`src/rtl/msrv32_lsu_ctrl.sv`:
```
// rtl/msrv32_lsu_ctrl.sv - msrv32 load/store sequencer, one outstanding data-bus access
// Optional feature macro: LSU_TIMEOUT_EN (WAIT-state response timeout after TIMEOUT cycles)
module msrv32_lsu_ctrl #(
  parameter int TIMEOUT = 16
) (
  input  logic        clk_in,
  input  logic        rst_n_in,
  input  logic        is_load_in,
  input  logic        is_store_in,
  input  logic [1:0]  load_size_in,
  input  logic        load_unsigned_in,
  input  logic        misaligned_load_in,
  input  logic        misaligned_store_in,
  input  logic        trap_taken_in,
  input  logic [31:0] addr_in,
  input  logic [31:0] store_data_in,
  output logic        bus_req_out,
  output logic        bus_we_out,
  output logic [31:0] bus_addr_out,
  output logic [31:0] bus_wdata_out,
  output logic [3:0]  bus_wstrb_out,
  input  logic        bus_gnt_in,
  input  logic        bus_rvalid_in,
  input  logic [31:0] bus_rdata_in,
  input  logic        bus_err_in,
  output logic        stall_out,
  output logic [31:0] ld_data_out,
  output logic        ld_valid_out,
  output logic        load_fault_out,
  output logic        store_fault_out
);

  if (TIMEOUT < 2) begin : g_timeout_check
    $error("msrv32_lsu_ctrl: TIMEOUT must be >= 2");
  end

  typedef enum logic [2:0] {
    S_IDLE  = 3'd0,
    S_REQ   = 3'd1,
    S_WAIT  = 3'd2,
    S_DRAIN = 3'd3,
    S_RESP  = 3'd4
  } state_t;

  state_t      state_q, state_d;
  logic [31:0] addr_q, addr_d;
  logic [31:0] wdata_q, wdata_d;
  logic [3:0]  wstrb_q, wstrb_d;
  logic [1:0]  size_q, size_d;
  logic        unsigned_q, unsigned_d;
  logic        we_q, we_d;
  logic        err_q, err_d;
  logic [31:0] ld_data_q, ld_data_d;
  logic        start;
  logic [31:0] shifted;
  logic [31:0] ld_ext;

`ifdef LSU_TIMEOUT_EN
  localparam int CNT_W = (TIMEOUT > 2) ? $clog2(TIMEOUT) : 1;
  logic [CNT_W-1:0] cnt_q, cnt_d;
  logic             to_q, to_d;
`endif

  assign start = (is_load_in | is_store_in) & ~misaligned_load_in
               & ~misaligned_store_in & ~trap_taken_in;

  // Lane extraction uses the captured address; response data is not held past this cycle.
  always_comb begin
    shifted = bus_rdata_in >> {addr_q[1:0], 3'b000};
    case (size_q)
      2'b00:   ld_ext = unsigned_q ? {24'h0, shifted[7:0]}
                                   : {{24{shifted[7]}}, shifted[7:0]};
      2'b01:   ld_ext = unsigned_q ? {16'h0, shifted[15:0]}
                                   : {{16{shifted[15]}}, shifted[15:0]};
      default: ld_ext = shifted;
    endcase
  end

  always_comb begin
    state_d    = state_q;
    addr_d     = addr_q;
    wdata_d    = wdata_q;
    wstrb_d    = wstrb_q;
    size_d     = size_q;
    unsigned_d = unsigned_q;
    we_d       = we_q;
    err_d      = err_q;
    ld_data_d  = ld_data_q;
`ifdef LSU_TIMEOUT_EN
    cnt_d      = cnt_q;
    to_d       = to_q;
`endif
    case (state_q)
      S_IDLE: begin
        if (start) begin
          state_d    = S_REQ;
          addr_d     = addr_in;
          size_d     = load_size_in;
          unsigned_d = load_unsigned_in;
          we_d       = is_store_in;
          err_d      = 1'b0;
          case (load_size_in)
            2'b00: begin
              wdata_d = {4{store_data_in[7:0]}};
              wstrb_d = 4'b0001 << addr_in[1:0];
            end
            2'b01: begin
              wdata_d = {2{store_data_in[15:0]}};
              wstrb_d = 4'b0011 << {addr_in[1], 1'b0};
            end
            default: begin
              wdata_d = store_data_in;
              wstrb_d = 4'hF;
            end
          endcase
          if (!is_store_in) wstrb_d = 4'h0;
        end
      end
      S_REQ: begin
        if (bus_gnt_in) begin
          state_d = trap_taken_in ? S_DRAIN : S_WAIT;
`ifdef LSU_TIMEOUT_EN
          cnt_d   = '0;
`endif
        end else if (trap_taken_in) begin
          state_d = S_IDLE;
        end
      end
      S_WAIT: begin
`ifdef LSU_TIMEOUT_EN
        cnt_d = cnt_q + CNT_W'(1);
`endif
        if (bus_rvalid_in) begin
          state_d = S_RESP;
          err_d   = bus_err_in;
          if (!we_q && !bus_err_in) ld_data_d = ld_ext;
        end else if (trap_taken_in) begin
          state_d = S_DRAIN;
        end
`ifdef LSU_TIMEOUT_EN
        // Timed-out access reports a fault, then still absorbs the late response.
        else if (cnt_q == CNT_W'(TIMEOUT - 1)) begin
          state_d = S_RESP;
          err_d   = 1'b1;
          to_d    = 1'b1;
        end
`endif
      end
      S_DRAIN: begin
        if (bus_rvalid_in) state_d = S_IDLE;
      end
      S_RESP: begin
`ifdef LSU_TIMEOUT_EN
        state_d = to_q ? S_DRAIN : S_IDLE;
        to_d    = 1'b0;
`else
        state_d = S_IDLE;
`endif
      end
      default: state_d = S_IDLE;
    endcase
  end

  always_ff @(posedge clk_in or negedge rst_n_in) begin
    if (!rst_n_in) begin
      state_q    <= S_IDLE;
      addr_q     <= '0;
      wdata_q    <= '0;
      wstrb_q    <= '0;
      size_q     <= '0;
      unsigned_q <= 1'b0;
      we_q       <= 1'b0;
      err_q      <= 1'b0;
      ld_data_q  <= '0;
`ifdef LSU_TIMEOUT_EN
      cnt_q      <= '0;
      to_q       <= 1'b0;
`endif
    end else begin
      state_q    <= state_d;
      addr_q     <= addr_d;
      wdata_q    <= wdata_d;
      wstrb_q    <= wstrb_d;
      size_q     <= size_d;
      unsigned_q <= unsigned_d;
      we_q       <= we_d;
      err_q      <= err_d;
      ld_data_q  <= ld_data_d;
`ifdef LSU_TIMEOUT_EN
      cnt_q      <= cnt_d;
      to_q       <= to_d;
`endif
    end
  end

  assign bus_req_out     = (state_q == S_REQ);
  assign bus_we_out      = we_q;
  assign bus_addr_out    = {addr_q[31:2], 2'b00};
  assign bus_wdata_out   = wdata_q;
  assign bus_wstrb_out   = wstrb_q;
  assign stall_out       = ((state_q == S_IDLE) & start) | (state_q == S_REQ)
                         | (state_q == S_WAIT) | (state_q == S_DRAIN);
  assign ld_data_out     = ld_data_q;
  assign ld_valid_out    = (state_q == S_RESP) & ~we_q & ~err_q;
  assign load_fault_out  = (state_q == S_RESP) & ~we_q & err_q;
  assign store_fault_out = (state_q == S_RESP) & we_q & err_q;

endmodule

```
`config.mk`:
```
export PLATFORM = sky130hd
export DESIGN_NAME = msrv32_lsu_ctrl
export DESIGN_NICKNAME = d
export VERILOG_FILES = /design/src/rtl/msrv32_lsu_ctrl.sv
export SDC_FILE = /design/constraint.sdc
export NUM_CORES = 1
export LEC_CHECK = 0
export BUFFER_PORTS_ARGS = -buffer_cell sky130_fd_sc_hd__buf_2
export CAP_MARGIN = 20
export CORE_ASPECT_RATIO = 1.2
export CORE_MARGIN = 2
export CORE_UTILIZATION = 49
export CTS_BUF_LIST = sky130_fd_sc_hd__clkbuf_4
export CTS_CLUSTER_DIAMETER = 30
export DETAILED_ROUTE_END_ITERATION = 6
export PLACE_DENSITY = 0.86
export SLEW_MARGIN = 40
export SYNTH_ARGS = -nofsm -noshare
export SYNTH_HDL_FRONTEND = slang
export SYNTH_SLANG_ARGS = --single-unit
```
`constraint.sdc`:
```
create_clock -name clk_in -period 2.45 [get_ports clk_in]
set_input_delay 0.49 -clock clk_in [delete_from_list [all_inputs] [get_ports clk_in]]
set_output_delay 0.49 -clock clk_in [all_outputs]
set_load 0.05 [all_outputs]
```
== Word level (Yosys, flattened, before mapping) ==
Cells that the tools add are included.

* Add/sub/neg operators: 0
* Magnitude comparators: 0
* Bitwise logic cells: 18
* Muxes and demuxes: 17
* Reduce and logical (&&, ||, !) cells: 11
* Divide/modulo/power cells: 0
* Equality and inequality tests: 11
* $mul: 0
* Shift-type cells: 3

{| class="wikitable"
|+ Operator list
! cell !! count
|-
| $pmux 32 s2 || 2
|-
| $mux 32 || 2
|-
| $shr 32x5->32 || 1
|-
| $mux 3 || 6
|-
| $pmux 3 s4 || 1
|-
| $and 1x1->1 || 9
|-
| $pmux 4 s2 || 1
|-
| $eq 3x2->1 const B || 2
|-
| $ne 2x2->1 const B || 3
|-
| $reduce_and 3->1 || 2
|-
| $not 1->1 || 5
|-
| $eq 2x1->1 const B || 2
|-
| $logic_not 2->1 || 2
|-
| $mux 4 || 1
|-
| $or 1x1->1 || 4
|-
| $reduce_and 4->1 || 1
|-
| $shl 1x2->4 const A || 1
|-
| $shl 2x2->4 const A || 1
|-
| $eq 3x1->1 const B || 1
|-
| $eq 3x3->1 const B || 1
|-
| $logic_not 3->1 || 1
|-
| $mux 1 || 3
|-
| $ne 3x2->1 const B || 1
|-
| $ne 3x3->1 const B || 1
|-
| 5 further kinds || 6
|}

* Memories kept: 0
* Latch bits: 0
* Memory bits (writable): 0
* Input bits: 109
* Register bits: 108
* ROM bits: 0
* Word-level logic and storage cells: 69

== Depth between registers and ports, before layout ==
Gate-level depths: netlist of the first run.

* Depth after elaboration: 8
* Gate-level depth with buffers: 7
* Gate-level depth less buffers: 4

== Worst setup path before layout of the first run ==
Ideal clock, no wire load.

* Path kind: register to output
* Start point: register state_q[1]
* End point: output ld_valid_out
* Path buffers: 1
* Setup slack: 0.196 ns
* Data arrival time: 1.764 ns
* Stages on the path, launching flop included: 5
* Cells stage by stage: dfrtp_1 buf_2 nor2_1 nand2_1 nor3_1

* Cells in the longest elaborated chain, start to end: 3

{| class="wikitable"
|+ Ends and longest elaborated chain
! element !! RTL line !! source
|-
| start: declaration || 45 || <nowiki>state_t state_q, state_d;</nowiki>
|-
| start signal: assignment || 180 || <nowiki>state_q <= state_d;</nowiki>
|-
| $eq 3x3->1 || 204 || <nowiki>assign ld_valid_out = (state_q == S_RESP) & ~we_q & ~err_q;</nowiki>
|-
| $and 1x1->1 (2 in a row) || 204 ||
|-
| end: declaration || 28 || <nowiki>output logic ld_valid_out,</nowiki>
|}

Every way passes these cells.

== Final worst setup path of the first run ==
* Start point: register state_q[1]
* End point: output store_fault_out

* Cells in the longest elaborated chain, start to end: 3

{| class="wikitable"
|+ Ends and longest elaborated chain
! element !! RTL line !! source
|-
| $eq 3x3->1 || 206 || <nowiki>assign store_fault_out = (state_q == S_RESP) & we_q & err_q;</nowiki>
|-
| $and 1x1->1 (2 in a row) || 206 ||
|-
| end: declaration || 30 || <nowiki>output logic store_fault_out</nowiki>
|}

Every way passes these cells.

==> results.py, run 1 <==
metrics = {
    "timing": {
        "finClkSkew_ps": 14.9,
        "tightestPinTransition_ps": 653,
        "fin_crit_sh_pct": 88.6,
        "fmax_ghz": 0.461,
        "slew_headroom_pct": 56.5,
        "hold_viol": 0,
        "min_period_ps": 2170,
        "rsz0062_at_grt": "false",
        "tns_ps": 0,
        "slew_viol_final": 0,
        "setup-violations-final": 0,
    },
    "setup_path": {
        "crit_path_end_kind": "primary output",
        "slowest_stage": "dfrtp_1",
        "cp_num_buf_inv": 1,
        "slowest_delay_ps": 510,
        "critPathMostFrequentCell": "nor2_1",
        "crit_chain": "nor2_1 -> nand3_1 -> nor2_1 -> buf_2",
        "critical_path.top_delay_family": "flip-flops",
        "cp.arrival_ps": 1680,
        "start_kind": "register",
        "criticalPathCategory": "reg2out",
        "worst-path-max-fanout": 9,
        "cp.required_ps": 1960,
    },
    "outcome": {
        "status": "finished, final reports clean",
    },
    "grt": {
        "grt_use_total_pct": 23.7,
        "first_global_vias": 4527,
        "antenna_found_initial": 0,
        "grt_max_degree": 99,
        "grt_pass1_wl_um": 21900,
        "gr-total-overflow": 0,
    },
    "floorplanning": {
        "fp.coreArea_sq_um": 10500,
        "row_count": 41,
        "io_pins": 215,
        "initial_core_util_pct": 50.3,
        "die_h_um": 118,
        "dieArea_sq_um": 11700,
        "die_w_um": 98.9,
    },
    "placed_design": {
        "place_congestion": 0.942,
        "portBuffers": 212,
        "dp_hpwl_um": 10300,
    },
    "min_path": {
        "min_path_type": "in2reg",
    },
    "layout": {
        "fillers": 900,
        "nNetsFinal": 865,
        "final_cell_mix": "buf_2 (211), nand2_1 (178), dfrtp_1 (108)",
        "antenna_cells": 0,
        "area_growth_syn_to_layout_pct": 20.6,
        "drive_gt1_share_pct": 33.5,
        "final_common_cell": "buf_2",
    },
    "routing": {
        "postRouteAntennaNets": 0,
        "via_count": 4621,
        "viasPerCell": 5.19,
        "postRouteWirelength_um": 13700,
        "drt-initial-drc-count": 216,
        "post_drt_wl_per_cell_um": 15.4,
        "drc": 0,
        "firstDrtPassIters": 4,
    },
    "clock_tree": {
        "clock_latency_ps": 450,
        "cts_resized": 0,
        "h-tree-depth": 3,
        "path_clk_slew_ps": 170,
        "cts_post_setup_buffers_inserted": 0,
        "ctsHoldBuffers": 1,
        "cts_tree": "done",
        "cts_inserted_buffers": 9,
        "clk_path_buf_depth": 2,
        "clock_sinks": 108,
        "cts_root_buffer": "clkbuf_4",
    },
    "logic_synthesis": {
        "netlist_area_sq_um": 5290,
        "synth_edf_count": 0,
        "synthArstFlopShare_pct": 100,
        "yosys_most_used_dff": "dfrtp_1",
        "ys_seq_area_share_pct": 51.1,
        "synthCells": 588,
        "synth_cell_types": 39,
        "ys_ff_latch": 108,
        "avgSynthCellArea_sq_um": 9.00,
        "ys_warn_count": 0,
    },
    "power_and_ir_drop": {
        "irDropWorstVdd_uv": 830,
        "p_comb_share_pct": 57.4,
        "p_sw_share_pct": 55.4,
        "p_seq_share_pct": 32.9,
        "finalPower_mw": 9.32,
        "p_clk_share_pct": 9.7,
        "leakage_nw": 3.48,
        "powerDensity_nw_per_um2": 1460,
        "switchingPower_mw": 5.17,
        "intPower_mw": 4.16,
    },
    "run": {
        "cap_viol_max_count": 0,
    },
}
## stage by stage
stage                     area [sq um]  util [%]  std cells  worst slack (ps)  hold WS, ps
after detailed placement          6230      59.2        873               371          457
after CTS                         6380      60.7        890               243          169
final                             6380      60.7        890               279          207
after global routing              6380      60.7        890               157          159
after global placement            6230      59.2        873               423          453
after floorplan                   5300         -        589               196          194
## power groups by stage
| stage | logic [mW] | registers (mW) | clock network, mW |
|---|---|---|---|
| after CTS | 5.37 | 3.06 | 0.939 |
| final | 5.35 | 3.07 | 0.903 |
| after global routing | 5.68 | 3.17 | 1.02 |
| after global placement | 5.30 | 3.07 | 0 |
| after floorplan | 2.64 | 4.80 | 0 |
| after detailed placement | 5.38 | 3.09 | 0 |
## metal layers
layer	vias up	part of all wire (%)	GRT usage, %
met1	2110	39	28.8
met3	29	8.8	5.46
met5	-	0	0
met4	0	3.1	10.6
met2	232	49	39.8
li1	2250	-	-
## worst reg2reg max path, stage by stage (launching register included)
cell and delay [ps]:
dfrtp_1 500, nor4_2 370, nor2b_2 470, o2111ai_2 470, o21ai_0 220
## sequential cells by signal (all words and copies together), names as in the netlist
name and flops:
err_q 1, ld_data_out 32, bus_we_out 1, unsigned_q 1, state_q 3, addr_q 32
size_q 2, bus_wdata_out 32, bus_wstrb_out 4
## worst paths after layout
kind | to | slack [ps] | startpoint | depth (start not counted)
setup / recovery | store_fault_out | 280 | state_q[1] | 4
max in group asynchronous | bus_wdata_out[27] | 1280 | rst_n_in | 3
hold reg to reg | bus_wstrb_out[0] | 490 | bus_wstrb_out[0] | 2
min in group asynchronous | ld_data_out[27] | 530 | rst_n_in | 2
setup reg to reg | ld_data_out[24] | 360 | state_q[2] | 4
hold / removal | addr_q[18] | 210 | addr_in[18] | 3
## cell usage after synthesis (3+ instances only)
master	instances	area share [%]
a211oi_1	7	0.99
a21oi_1	34	3.2
or3_1	8	0.95
nor2_1	35	2.5
dfrtp_1	108	51
buf_2	12	1.1
clkbuf_1	18	1.3
o21ai_0	41	3.9
mux2i_1	40	7.6
buf_1	4	0.28
nand2_1	178	13
o2bb2ai_1	8	1.3
mux2_2	7	1.5
nand3_1	10	0.95
inv_1	6	0.43
nor3_1	3	0.28
nor2b_1	10	1.2
buf_4	33	4.7
## cell type report
type,count,area (sq um),share of cell area [%]
inverters,6,22.5,0.353
clock buffers,9,67.6,1.06
clock inverters,7,77.6,1.22
repair buffers,225,1190,18.6
multi-input cells,406,2160,33.9
flip-flops and latches,108,2700,42.3
well taps,129,161,2.53
## cells by family after synthesis
logic type | Yosys count | share of synthesized area [%]
other cells | 1 | 0.0708
buf+inv | 75 | 8.22
compound gates | 104 | 11.6
simple gates | 252 | 19.6
mux | 48 | 9.48
flops | 108 | 51.1
Note: power is estimated with default switching activity, not from simulation.
==> inputs of run 2 (changes only) <==
--- a/config.mk
+++ b/config.mk
@@ -14,6 +14,7 @@
 export CTS_CLUSTER_DIAMETER = 30
 export DETAILED_ROUTE_END_ITERATION = 6
 export PLACE_DENSITY = 0.86
+export REMOVE_ABC_BUFFERS = 1
 export SLEW_MARGIN = 40
 export SYNTH_ARGS = -nofsm -noshare
 export SYNTH_HDL_FRONTEND = slang
==> run 2 against run 1 <==
Effect of this change:
- non-clock buffer count is 1 higher
- first-iteration DRC count is 26% lower
- utilization hardly changed
- flip-flop and latch count stayed put
- power is 0.62% higher
- clock power is 7.6% higher
- critical path depth stayed put
- critical endpoint is now ld_valid_out
==> results.py, run 2 (synthesis results as in run 1) <==
metrics = {
    "timing": {
        "fmax_ghz": 0.459,
        "hold_viol": 0,
        "finalWorstSetupSlack_ps": 273,
        "rsz0062_at_grt": "false",
        "min_period_ps": 2180,
        "whs_ps": 5.92,
        "finClkSkew_ps": 13.8,
        "slew_headroom_pct": 56.4,
        "setup-violations-final": 0,
        "slew_viol_final": 0,
        "tightestPinTransition_ps": 654,
        "fin_crit_sh_pct": 88.9,
    },
    "grt": {
        "first_global_vias": 4589,
        "grt_pass1_wl_um": 21900,
        "gr-total-overflow": 0,
        "grt_max_degree": 99,
        "grt_use_total_pct": 23.5,
        "antenna_found_initial": 1,
    },
    "routing": {
        "viasPerCell": 5.21,
        "firstDrtPassIters": 4,
        "drc": 0,
        "postRouteAntennaNets": 0,
        "drt-initial-drc-count": 159,
        "via_count": 4634,
        "postRouteWirelength_um": 13700,
        "post_drt_wl_per_cell_um": 15.4,
    },
    "placed_design": {
        "dp_hpwl_um": 10300,
        "dp_slack_ps": 350,
        "place_congestion": 0.911,
        "portBuffers": 212,
    },
    "clock_tree": {
        "clk_path_buf_depth": 2,
        "h-tree-depth": 3,
        "cts_resized": 0,
        "clock_sinks": 108,
        "clock_latency_ps": 450,
        "path_clk_slew_ps": 150,
        "cts_inserted_buffers": 9,
        "cts_post_setup_buffers_inserted": 0,
        "cts_root_buffer": "clkbuf_4",
        "cts_tree": "done",
        "ctsHoldBuffers": 0,
    },
    "setup_path": {
        "cp.arrival_ps": 1690,
        "worst-path-max-fanout": 9,
        "crit_chain": "nor2_1 -> nand2_1 -> nor3_1 -> buf_2",
        "slowest_stage": "dfrtp_1",
        "crit_path_end_kind": "primary output",
        "cp.required_ps": 1960,
        "slowest_delay_ps": 520,
        "start_kind": "register",
        "criticalPathCategory": "reg2out",
    },
    "layout": {
        "fillers": 932,
        "area_growth_syn_to_layout_pct": 20.6,
        "final_cell_mix": "buf_2 (211), nand2_1 (178), dfrtp_1 (108)",
        "nNetsFinal": 866,
        "drive_gt1_share_pct": 33.5,
        "final_common_cell": "buf_2",
        "antenna_cells": 0,
    },
    "run": {
        "cap_viol_max_count": 0,
    },
    "min_path": {
        "min_path_type": "in2async",
    },
    "floorplanning": {
        "fp.coreArea_sq_um": 10500,
        "row_count": 41,
        "dieArea_sq_um": 11700,
        "die_w_um": 98.9,
        "initial_core_util_pct": 50.3,
        "die_h_um": 118,
        "io_pins": 215,
    },
    "power_and_ir_drop": {
        "irDropWorstVdd_uv": 835,
        "powerDensity_nw_per_um2": 1470,
        "leakage_nw": 3.49,
    },
    "outcome": {
        "status": "finished, final reports clean",
    },
}
run 2: cell count changes in the layout (fill, tap and decap cells not counted):
cell,previous run,this run
buf_12,2,1
buf_4,11,13
buf_6,0,1
bufinv_16,1,2
clkbuf_4,9,10
clkinv_1,0,1
clkinv_4,4,1
clkinvlp_4,1,0
dlygate4sd3_1,1,0
run 2: worst max-delay path: cells and delay by family, from the launching register on:
family | cells | cell delay [ps]
buf+inv | 1 | 290
simple gates | 3 | 430
flops | 1 | 520
run 2: path summary, 6_finish.rpt:
kind | startpoint | slack (ps) | to | cells past startpoint
max | state_q[1] | 270 | ld_valid_out | 4
min | rst_n_in | 6 | ld_data_out[2] | 1
max reg2reg | state_q[2] | 380 | ld_data_out[24] | 5
min reg2reg | addr_q[20] | 490 | addr_q[20] | 2
max in group asynchronous | rst_n_in | 1740 | bus_wdata_out[22] | 2
min in group clk_in | addr_in[16] | 210 | addr_q[16] | 3
run 2: power by group:
part	internal, mW	leakage (nW)	switching [mW]
clock	0.418	0.0839	0.554
sequential	2.57	1.36	0.497
combinational	1.27	2.05	4.07
run 2: layout make-up:
type,instances,area (sq um),area share (%)
sequential,108,2700,42.3
multi-input combinational,406,2160,33.9
timing repair buffer,226,1180,18.6
tap,129,161,2.53
clock inverter,5,77.6,1.21
clock buffer,10,75.1,1.18
inverter,6,22.5,0.353
run 2: per-layer routing:
metal,vias to the layer above,GRT usage (%),share of wire [%]
li1,2248,-,-
met1,2166,29.3,41
met2,198,38.3,48
met3,22,7.66,9.0
met4,0,8.13,2.3
met5,-,0,0
run 2: per-stage QoR:
step / setup TNS, ps / util (%) / std cells / power (mW) / area, sq um
floorplan: -118080 / - / 520 / 7.02 / 4880
global placement: 0 / 59.2 / 875 / 8.36 / 6230
detailed placement: 0 / 59.2 / 875 / 8.47 / 6230
CTS: 0 / 60.7 / 890 / 9.45 / 6380
global route: 0 / 60.7 / 890 / 9.93 / 6390
finish: 0 / 60.7 / 890 / 9.38 / 6390
==> inputs of run 3 (changes only) <==
==> constraint.sdc (replaced) <==
create_clock -name clk_in -period 2.45 [get_ports clk_in]
set_input_delay 0.1225 -clock clk_in [delete_from_list [all_inputs] [get_ports clk_in]]
set_output_delay 0.1225 -clock clk_in [all_outputs]
set_load 0.05 [all_outputs]
==> run 3 against run 2 <==
Effect of this change:
- setup slack gained 120 ps
- first-iteration DRC count grew 98%
- clock power shrank 18%
- clock skew shrank 0.99 ps
- critical path depth is 1 higher
- cell count is 8.3% higher
- highest routed layer unchanged
==> results.py, run 3 (synthesis results as in run 1) <==
metrics = {
    "clock_tree": {
        "cts_tree": "done",
        "cts_inserted_buffers": 9,
        "cts_root_buffer": "clkbuf_4",
        "clock_sinks": 108,
        "clock_latency_ps": 440,
        "h-tree-depth": 3,
        "clk_path_buf_depth": 2,
        "path_clk_slew_ps": 150,
        "cts_post_setup_buffers_inserted": 0,
    },
    "floorplanning": {
        "die_w_um": 98.9,
        "io_pins": 215,
        "initial_core_util_pct": 50.3,
        "fp.coreArea_sq_um": 10500,
        "dieArea_sq_um": 11700,
        "die_h_um": 118,
        "row_count": 41,
    },
    "setup_path": {
        "start_kind": "register",
        "crit_path_end_kind": "register",
        "cp.arrival_ps": 2400,
        "cp.required_ps": 2800,
        "startpoint": "state_q[2]",
        "regToRegStartpoint": "state_q[2]",
        "criticalPathCategory": "reg2reg",
        "worst-path-max-fanout": 25,
    },
    "routing": {
        "via_count": 5204,
        "drc": 0,
        "postRouteWirelength_um": 16200,
        "viasPerCell": 5.40,
        "post_drt_wl_per_cell_um": 16.8,
        "drt-initial-drc-count": 315,
        "firstDrtPassIters": 6,
        "postRouteAntennaNets": 0,
    },
    "outcome": {
        "status": "finished, final reports clean",
    },
    "power_and_ir_drop": {
        "intPower_mw": 4.13,
        "p_seq_share_pct": 32.9,
        "leakage_nw": 3.77,
        "p_comb_share_pct": 58.6,
        "p_sw_share_pct": 56.1,
        "switchingPower_mw": 5.29,
        "irDropWorstVdd_uv": 871,
        "powerDensity_nw_per_um2": 1330,
        "p_clk_share_pct": 8.4,
    },
    "layout": {
        "nNetsFinal": 939,
        "antenna_cells": 0,
        "drive_gt1_share_pct": 30.3,
        "fillers": 717,
        "utilization_pct": 67.5,
        "finalNonFillerCells": 964,
        "area_growth_syn_to_layout_pct": 34.0,
        "final_area_sq_um": 7100,
        "final_common_cell": "buf_2",
        "final_cell_mix": "buf_2 (211), nand2_1 (178), dfrtp_1 (108)",
    },
    "placed_design": {
        "dp_cells": 872,
        "place_congestion": 0.864,
        "placed_area_sq_um": 6220,
        "portBuffers": 212,
        "dp_hpwl_um": 10000,
        "dp_slack_ps": 461,
    },
    "min_path": {
        "min_path_type": "in2reg",
        "hold_path_startpoint": "store_data_in[11]",
    },
    "timing": {
        "hold_viol": 0,
        "fmax_ghz": 0.487,
        "slew_viol_final": 0,
        "fin_crit_sh_pct": 83.8,
        "min_period_ps": 2050,
        "whs_ps": 73.8,
        "tightestPinTransition_ps": 701,
        "finClkSkew_ps": 12.8,
        "slew_headroom_pct": 53.3,
        "setup-violations-final": 0,
        "rsz0062_at_grt": "false",
        "finalWorstSetupSlack_ps": 397,
    },
    "grt": {
        "grt_pass1_wl_um": 25900,
        "busiest_layer": "met2",
        "antenna_found_initial": 0,
        "gr-total-overflow": 0,
        "grt_use_met2_pct": 45.8,
        "grt_use_total_pct": 27.5,
        "grt_max_degree": 99,
        "gr-usage-met1_pct": 34.4,
        "first_global_vias": 5178,
        "met3_usage_pct": 6.95,
    },
    "run": {
        "cap_viol_max_count": 0,
    },
}
## run 3: worst max-delay path: stages (launching register included)
cell       delay (ps)
dfrtp_1           500
nor4_2            360
nor2b_2           190
buf_4             290
o2111ai_2         420
o21ai_0           200
## run 3: final timing paths
path | to | slack (ps) | depth (start not counted)
min in group asynchronous | ld_data_out[2] | 260 | 2
max in group asynchronous | addr_q[11] | 1450 | 3
min | bus_wdata_out[11] | 70 | 3
min reg2reg | addr_q[15] | 490 | 2
max reg2reg | ld_data_out[27] | 400 | 5
max | ld_data_out[27] | 400 | 5
## run 3: layout make-up
type	count	area, sq um	share of cell area [%]
clock inverters	6	40.0	0.564
clock buffers	10	75.1	1.06
multi-input cells	406	2160	30.5
flip-flops and latches	108	2700	38.1
repair buffers	299	1930	27.2
well taps	129	161	2.27
inverters	6	22.5	0.317
## run 3: power groups by stage
stage | clock [mW] | combinational, mW | sequential [mW]
after detailed placement | 0 | 5.37 | 3.08
after global placement | 0 | 5.28 | 3.07
after global routing | 0.914 | 5.83 | 3.19
after CTS | 0.825 | 5.46 | 3.06
final | 0.794 | 5.52 | 3.10
after floorplan | 0 | 1.27 | 5.75
## run 3: per-layer routing
layer	part of all wire, %	vias to the layer above	wire length [um]
li1	-	2404	-
met1	38	2441	6220
met2	49	316	8030
met3	9.5	43	1550
met4	2.7	0	434
met5	0	-	0
## run 3: repair_timing
| action | CTS | global route |
|---|---|---|
| hold buffers | 76 | 0 |
| endpoints found under the hold margin | 132 | 0 |
| resized for setup | 0 | 0 |
## run 3: per-stage QoR
stage               total power [mW]  TNS, ps
floorplan                       7.02   -92360
global placement                8.34        0
detailed placement              8.44        0
CTS                             9.34        0
global route                    9.94        0
finish                          9.42        0
